[config.mk]
export PLATFORM = sky130hd
export DESIGN_NAME = hazard3_timer_cmp_sequencer
export DESIGN_NICKNAME = d
export VERILOG_FILES = /design/src/rtl/hazard3_timer_cmp_sequencer_pkg.sv /design/src/rtl/hazard3_rr_arbiter.sv /design/src/rtl/hazard3_timer_cmp_sequencer.sv
export SDC_FILE = /design/constraint.sdc
export NUM_CORES = 1
export LEC_CHECK = 0
export BUFFER_PORTS_ARGS = -buffer_cell sky130_fd_sc_hd__buf_2
export CAP_MARGIN = 0
export CORE_ASPECT_RATIO = 1.4
export CORE_MARGIN = 3
export CORE_UTILIZATION = 35
export CTS_CLUSTER_SIZE = 40
export DETAILED_ROUTE_END_ITERATION = 6
export PLACE_DENSITY_LB_ADDON = 0.3
export SYNTH_ARGS = -nofsm -noshare
export SYNTH_HDL_FRONTEND = slang
export SYNTH_SLANG_ARGS = --single-unit
[constraint.sdc]
create_clock -name clk -period 1.93 [get_ports clk]
set_input_delay 0.193 -clock clk [delete_from_list [all_inputs] [get_ports clk]]
set_output_delay 0.193 -clock clk [all_outputs]
set_load 0.05 [all_outputs]
[src/rtl/hazard3_timer_cmp_sequencer_pkg.sv]
// Shared timer register map and sequencer definitions.
// Contents:
//   TIMER_* offsets   APB offsets of the timer registers
//   seq_state_t       sequencer FSM state encoding
//   STEP_*            write-step indices within one compare update
//   cmp_addr()        address of a hart's mtimecmp low/high word
package hazard3_timer_cmp_sequencer_pkg;

    localparam logic [15:0] TIMER_CTRL      = 16'h0000;
    localparam logic [15:0] TIMER_MTIME     = 16'h0008;
    localparam logic [15:0] TIMER_MTIMEH    = 16'h000c;
    localparam logic [15:0] TIMER_MTIMECMP  = 16'h0010;
    localparam logic [15:0] TIMER_MTIMECMPH = 16'h0014;

    typedef enum logic [1:0] {
        ST_IDLE   = 2'd0,
        ST_SETUP  = 2'd1,
        ST_ACCESS = 2'd2,
        ST_FIN    = 2'd3
    } seq_state_t;

    // Step 0 parks the low word at all-ones so the compare can never
    // transiently match while the high word is being replaced.
    localparam logic [1:0] STEP_ARM = 2'd0;
    localparam logic [1:0] STEP_HI  = 2'd1;
    localparam logic [1:0] STEP_LO  = 2'd2;

    // Each hart owns an 8-byte compare pair starting at base.
    function automatic logic [15:0] cmp_addr(input logic [15:0] base,
                                             input logic [1:0]  hart,
                                             input logic        hi);
        return base + {11'b0, hart, 3'b000} + (hi ? 16'd4 : 16'd0);
    endfunction

endpackage

[src/rtl/hazard3_rr_arbiter.sv]
// Round-robin arbiter.
// Ports:
//   clk, rst    clock, synchronous active-high reset
//   req         request vector, one bit per requester
//   advance     grant was taken; move priority past the winner
//   grant       one-hot grant (all zero when no request)
//   grant_idx   binary index of the granted requester
module hazard3_rr_arbiter
    import hazard3_timer_cmp_sequencer_pkg::*;
#(
    parameter int N = 2
) (
    input  logic                              clk,
    input  logic                              rst,
    input  logic [N-1:0]                      req,
    input  logic                              advance,
    output logic [N-1:0]                      grant,
    output logic [((N > 1) ? $clog2(N) : 1)-1:0] grant_idx
);

    localparam int IW = (N > 1) ? $clog2(N) : 1;

    logic [IW-1:0] ptr;
    logic [IW-1:0] cand;
    logic          found;

    // Scan starting at ptr; the first requester encountered wins.
    always_comb begin
        grant     = '0;
        grant_idx = '0;
        found     = 1'b0;
        cand      = '0;
        for (int i = 0; i < N; i++) begin
            cand = IW'((int'(ptr) + i) % N);
            if (!found && req[cand]) begin
                found        = 1'b1;
                grant[cand]  = 1'b1;
                grant_idx    = cand;
            end
        end
    end

    always_ff @(posedge clk) begin
        if (rst) begin
            ptr <= '0;
        end else if (advance) begin
            ptr <= (int'(grant_idx) == N - 1) ? '0 : grant_idx + 1'b1;
        end
    end

endmodule

[src/rtl/hazard3_timer_cmp_sequencer.sv]
// Serialises per-hart mtimecmp updates onto the timer's APB port.
// Each update is three writes: LO<=all-ones, HI<=data[63:32], LO<=data[31:0].
// Ports:
//   clk, rst            clock, synchronous active-high reset
//   req_valid/req_data  per-hart update request and 64-bit compare value
//   req_ready           one-hot accept strobe (combinational in IDLE)
//   done / err          one-cycle completion / pslverr-abort pulse per hart
//   paddr..pwdata       APB master outputs; pready/pslverr APB inputs
//
// state   | meaning
// IDLE    | waiting for a request; grants the round-robin winner
// SETUP   | APB setup phase for the current step
// ACCESS  | APB access phase, held until pready
// FIN     | pulse done or err for the latched hart
module hazard3_timer_cmp_sequencer
    import hazard3_timer_cmp_sequencer_pkg::*;
#(
    parameter int          N_HARTS  = 2,
    parameter logic [15:0] CMP_BASE = 16'h0010
) (
    input  logic                   clk,
    input  logic                   rst,
    input  logic [N_HARTS-1:0]     req_valid,
    input  logic [64*N_HARTS-1:0]  req_data,
    output logic [N_HARTS-1:0]     req_ready,
    output logic [N_HARTS-1:0]     done,
    output logic [N_HARTS-1:0]     err,
    output logic [15:0]            paddr,
    output logic                   psel,
    output logic                   penable,
    output logic                   pwrite,
    output logic [31:0]            pwdata,
    input  logic                   pready,
    input  logic                   pslverr
);

    localparam int IW = (N_HARTS > 1) ? $clog2(N_HARTS) : 1;

    seq_state_t        state;
    seq_state_t        state_next;
    logic [1:0]        step;
    logic              err_flag;
    logic [IW-1:0]     idx;
    logic [63:0]       data_q;
    logic [N_HARTS-1:0] grant;
    logic [IW-1:0]     grant_idx;
    logic              accept;

    assign accept = (state == ST_IDLE) && !rst && (|req_valid);

    hazard3_rr_arbiter #(.N(N_HARTS)) u_arb (
        .clk       (clk),
        .rst       (rst),
        .req       (req_valid),
        .advance   (accept),
        .grant     (grant),
        .grant_idx (grant_idx)
    );

    always_ff @(posedge clk) begin
        if (rst) state <= ST_IDLE;
        else     state <= state_next;
    end

    always_comb begin
        state_next = state;
        case (state)
            ST_IDLE:   if (accept) state_next = ST_SETUP;
            ST_SETUP:  state_next = ST_ACCESS;
            ST_ACCESS: begin
                if (pready) begin
                    if (pslverr || step == STEP_LO) state_next = ST_FIN;
                    else                            state_next = ST_SETUP;
                end
            end
            ST_FIN:    state_next = ST_IDLE;
            default:   state_next = ST_IDLE;
        endcase
    end

    always_comb begin
        psel      = 1'b0;
        penable   = 1'b0;
        req_ready = '0;
        done      = '0;
        err       = '0;
        case (state)
            ST_IDLE:   req_ready = accept ? grant : '0;
            ST_SETUP:  psel = 1'b1;
            ST_ACCESS: begin
                psel    = 1'b1;
                penable = 1'b1;
            end
            ST_FIN: begin
                if (err_flag) err[idx]  = 1'b1;
                else          done[idx] = 1'b1;
            end
            default: ;
        endcase
        pwrite = psel;
    end

    // paddr/pwdata are loaded on entry to SETUP so they hold through
    // ACCESS and keep their last value in IDLE/FIN.
    always_ff @(posedge clk) begin
        if (rst) begin
            step     <= STEP_ARM;
            err_flag <= 1'b0;
            idx      <= '0;
            data_q   <= '0;
            paddr    <= '0;
            pwdata   <= '0;
        end else begin
            case (state)
                ST_IDLE: begin
                    if (accept) begin
                        idx      <= grant_idx;
                        data_q   <= req_data[{grant_idx, 6'b0} +: 64];
                        step     <= STEP_ARM;
                        err_flag <= 1'b0;
                        paddr    <= cmp_addr(CMP_BASE, 2'(grant_idx), 1'b0);
                        pwdata   <= 32'hFFFF_FFFF;
                    end
                end
                ST_ACCESS: begin
                    if (pready) begin
                        if (pslverr) begin
                            err_flag <= 1'b1;
                        end else if (step != STEP_LO) begin
                            step <= step + 2'd1;
                            if (step == STEP_ARM) begin
                                paddr  <= cmp_addr(CMP_BASE, 2'(idx), 1'b1);
                                pwdata <= data_q[63:32];
                            end else begin
                                paddr  <= cmp_addr(CMP_BASE, 2'(idx), 1'b0);
                                pwdata <= data_q[31:0];
                            end
                        end
                    end
                end
                default: ;
            endcase
        end
    end

endmodule

==> metrics <==
post-synthesis adder-cell area fraction=0.01403; overall routed net length=13.88 mm; cts hold-fix bufs=0; post-synthesis mux area share=0.07405; Clock Sinks=106; Net Sw Frac=0.4127; Crit. End Element=output pin; Final ANT Viol Nets=0; sequential-to-total area share from yosys stat=0.4757; RSZ-0062 raised after global routing=yes; Inst Count DP=746; remaining global-route overflow=0; Area Growth Syn to Fin=32.31%; VDD IR max=0.5016 mV; fin nets=~750; Ys Warns=0; f_max=about 540 MHz; placed cell area=5468 µm²; Gate power share=0.432; Tightest Pin Transition=837.2 ps; DR vias=4342; hold path cells=3; total power=~8 mW; Ports=191; antenna cells=0; largest family of logic cells by synthesized area=compound AO/OA/AOI/OAI gates; CTS Root Cell=clkbuf_16; Final period util=0.9610; min Tclk post-route=1855 ps; CTS tree=done; Reg2Reg Depth=8; Final Non-Filler Cells=768; Iteration-0 DRC Markers=about 450; clk slew on worst S/H paths=70 ps; Post-Syn Instances=roughly 450; clock buffer depth=2; share of cells above drive strength 1=0.3706; CP arrival=1660 ps; Core Region=12370 µm²; crit start category=flop; depth of the CTS H-tree=3; status=complete, no violations; DRT Pass-1 Iters=7; initial antenna violation count=0; Sw Pwr=3.316 mW; Via density=roughly 5.7; vias in the first global route=4239; global placement routability congestion=0.8131; XOR/XNOR Fraction of Synth Area=0; design area=approximately 5900 µm²; area of the die=14150 µm²; Final Skew=8.545 ps; Reg power frac=0.360; post-synthesis average cell area=9.847 µm²; Filler cells=1178; worst path required time=1740 ps; Mapped Area=4461 µm²; max cap viols=0; DP Wirelength=9.214 mm; die width=101.4 µm; largest net degree at the start of global routing=82; clock latency on the worst-skew pair=roughly 340 ps; post-synthesis compound-gate area fraction=0.2342; Clock power frac=0.207; max_slew headroom=0.4418; Crit Path Class=reg2out; internal power=4.718 mW; Final Hold Vio Count=0; Pleak=around 2.8 nW; overall routing resource usage=0.1862; row count=48; Hold Slack=~110 ps; crit-path max FO=4; Avg WL per Cell=18.07 µm; Final Setup Violations=0; Initial Util=0.3605; Slew Limit Fails=0; Num CTS Buffers=9; Die Y-Extent=between 100 and 150 µm; Synth cell types=29; power per cell area=1361 nW/µm²; DRC=0; IO Port Bufs=177; #FFs+latches synth=106; worst hold path class=in2reg; simple-gate share of the synthesized area=0.1192; first-pass GRT wire length=20.86 mm
## final timing paths
| path | start | endpoint | slack, ps |
|---|---|---|---|
| setup reg to reg | state[0] | pwdata[29] | 90 |
| setup / recovery | state[0] | req_ready[1] | 80 |
| hold reg to reg | paddr[2] | paddr[2] | 480 |
| hold / removal | req_data[23] | data_q[23] | 110 |
## timing repair
item                                    in CTS  in global routing
gates cloned                                 2                  1
endpoints found under the hold margin        0                  0
endpoints found under the setup margin       2                 55
pin swaps                                    3                  4
setup buffers                                3                  2
gates resized for setup                     10                  6
## per-layer routing
metal  vias to the layer above  part of all wire  global-route usage
met5                         -                 0                   0
met3                        24             0.073             0.04664
li1                       2042                 -                   -
met2                       169              0.51              0.3241
met1                      2107              0.39              0.2135
met4                         0             0.023             0.07563
## flip-flops by register name, summed over array words and instances (netlist names)
register	count
state	2
pwdata	32
u_arb.ptr	1
step	2
idx	1
paddr	3
err_flag	1
data_q	64
## cell type report
class	count	area [µm²]	area share
flip-flops and latches	106	2130	0.3608
multi-input cells	291	2063	0.3496
repair buffers	202	1242	0.2105
clock buffers	11	242.7	0.04113
well taps	150	187.7	0.03180
inverters	5	18.77	0.003180
clock inverters	3	17.52	0.002968
## cells in the final DEF (no fill, tap or decap), types with 3 or more instances in the layout
master	count
a21oi_1	7
buf_12	6
buf_2	174
a222oi_1	64
clkbuf_16	10
nand2b_1	3
a311oi_1	33
nor2b_1	3
mux2i_1	33
buf_4	15
conb_1	13
inv_1	3
nor2_1	105
nand2_1	4
buf_6	3
nand3_1	4
dfxtp_1	104
## through the flow
step	setup slack [ps]	TNS, ps	utilization
2_1_floorplan	26.76	0	-
3_3_place_gp	133.3	0	0.4420
3_5_place_dp	91.17	0	0.4420
4_1_cts	8.856	0	0.4725
5_1_grt	-9.848	-17.27	0.4770
6_report	75.28	0	0.4770
## critical path: stages (launching register included)
cell and delay [ps]:
dfxtp_4 360, inv_2 80, ha_4 140, buf_4 140, nand2_2 70, a211oi_4 250
buf_12 150, buf_8 140
## kinds of logic (layout without fill, tap and decap cells)
| family | count (synthesis) | count (layout) |
|---|---|---|
| AOI/OAI and AO/OA | 112 | 112 |
| adders and majority gates | 5 | 5 |
| buffers and inverters | 68 | 221 |
| DFF | 106 | 106 |
| muxes | 33 | 33 |
| other | 1 | 13 |
| and+or+nand+nor | 128 | 128 |
## cell usage after synthesis
| master | n | area (µm²) |
|---|---|---|
| or3b_1 | 1 | 8.760 |
| a2bb2oi_4 | 1 | 26.28 |
| a211oi_1 | 3 | 22.52 |
| and2b_1 | 1 | 7.510 |
| a21oi_1 | 7 | 35.03 |
| a222oi_1 | 64 | 640.6 |
| a21boi_0 | 1 | 7.510 |
| mux2i_1 | 33 | 330.3 |
| nand3_1 | 4 | 20.02 |
| a311oi_1 | 33 | 289.0 |
| ha_1 | 5 | 62.56 |
| nor2b_1 | 3 | 18.77 |
| o21bai_1 | 1 | 7.510 |
| or3b_2 | 1 | 8.760 |
| nand2b_1 | 3 | 18.77 |
| dfxtp_1 | 106 | 2122 |
| nand2_1 | 5 | 18.77 |
| clkbuf_1 | 19 | 71.32 |
| a22o_1 | 1 | 8.760 |
| buf_4 | 22 | 165.2 |
| nor3b_1 | 1 | 7.510 |
| nor3_1 | 2 | 10.01 |
| conb_1 | 1 | 3.750 |
| a22oi_1 | 1 | 7.510 |
| inv_1 | 5 | 18.77 |
| buf_2 | 22 | 110.1 |
| nor2_1 | 105 | 394.1 |
| and3_1 | 1 | 6.260 |
| and4bb_2 | 1 | 12.51 |
## power by group through the flow
stage	clock, mW	combinational [mW]	sequential [mW]
after floorplan	0	1.58	3.76
after global placement	0	3.22	2.92
after detailed placement	0	3.26	2.93
after CTS	1.71	3.37	2.89
after global routing	1.81	3.72	2.94
final	1.67	3.47	2.89
(Power assumes the default switching activity.)
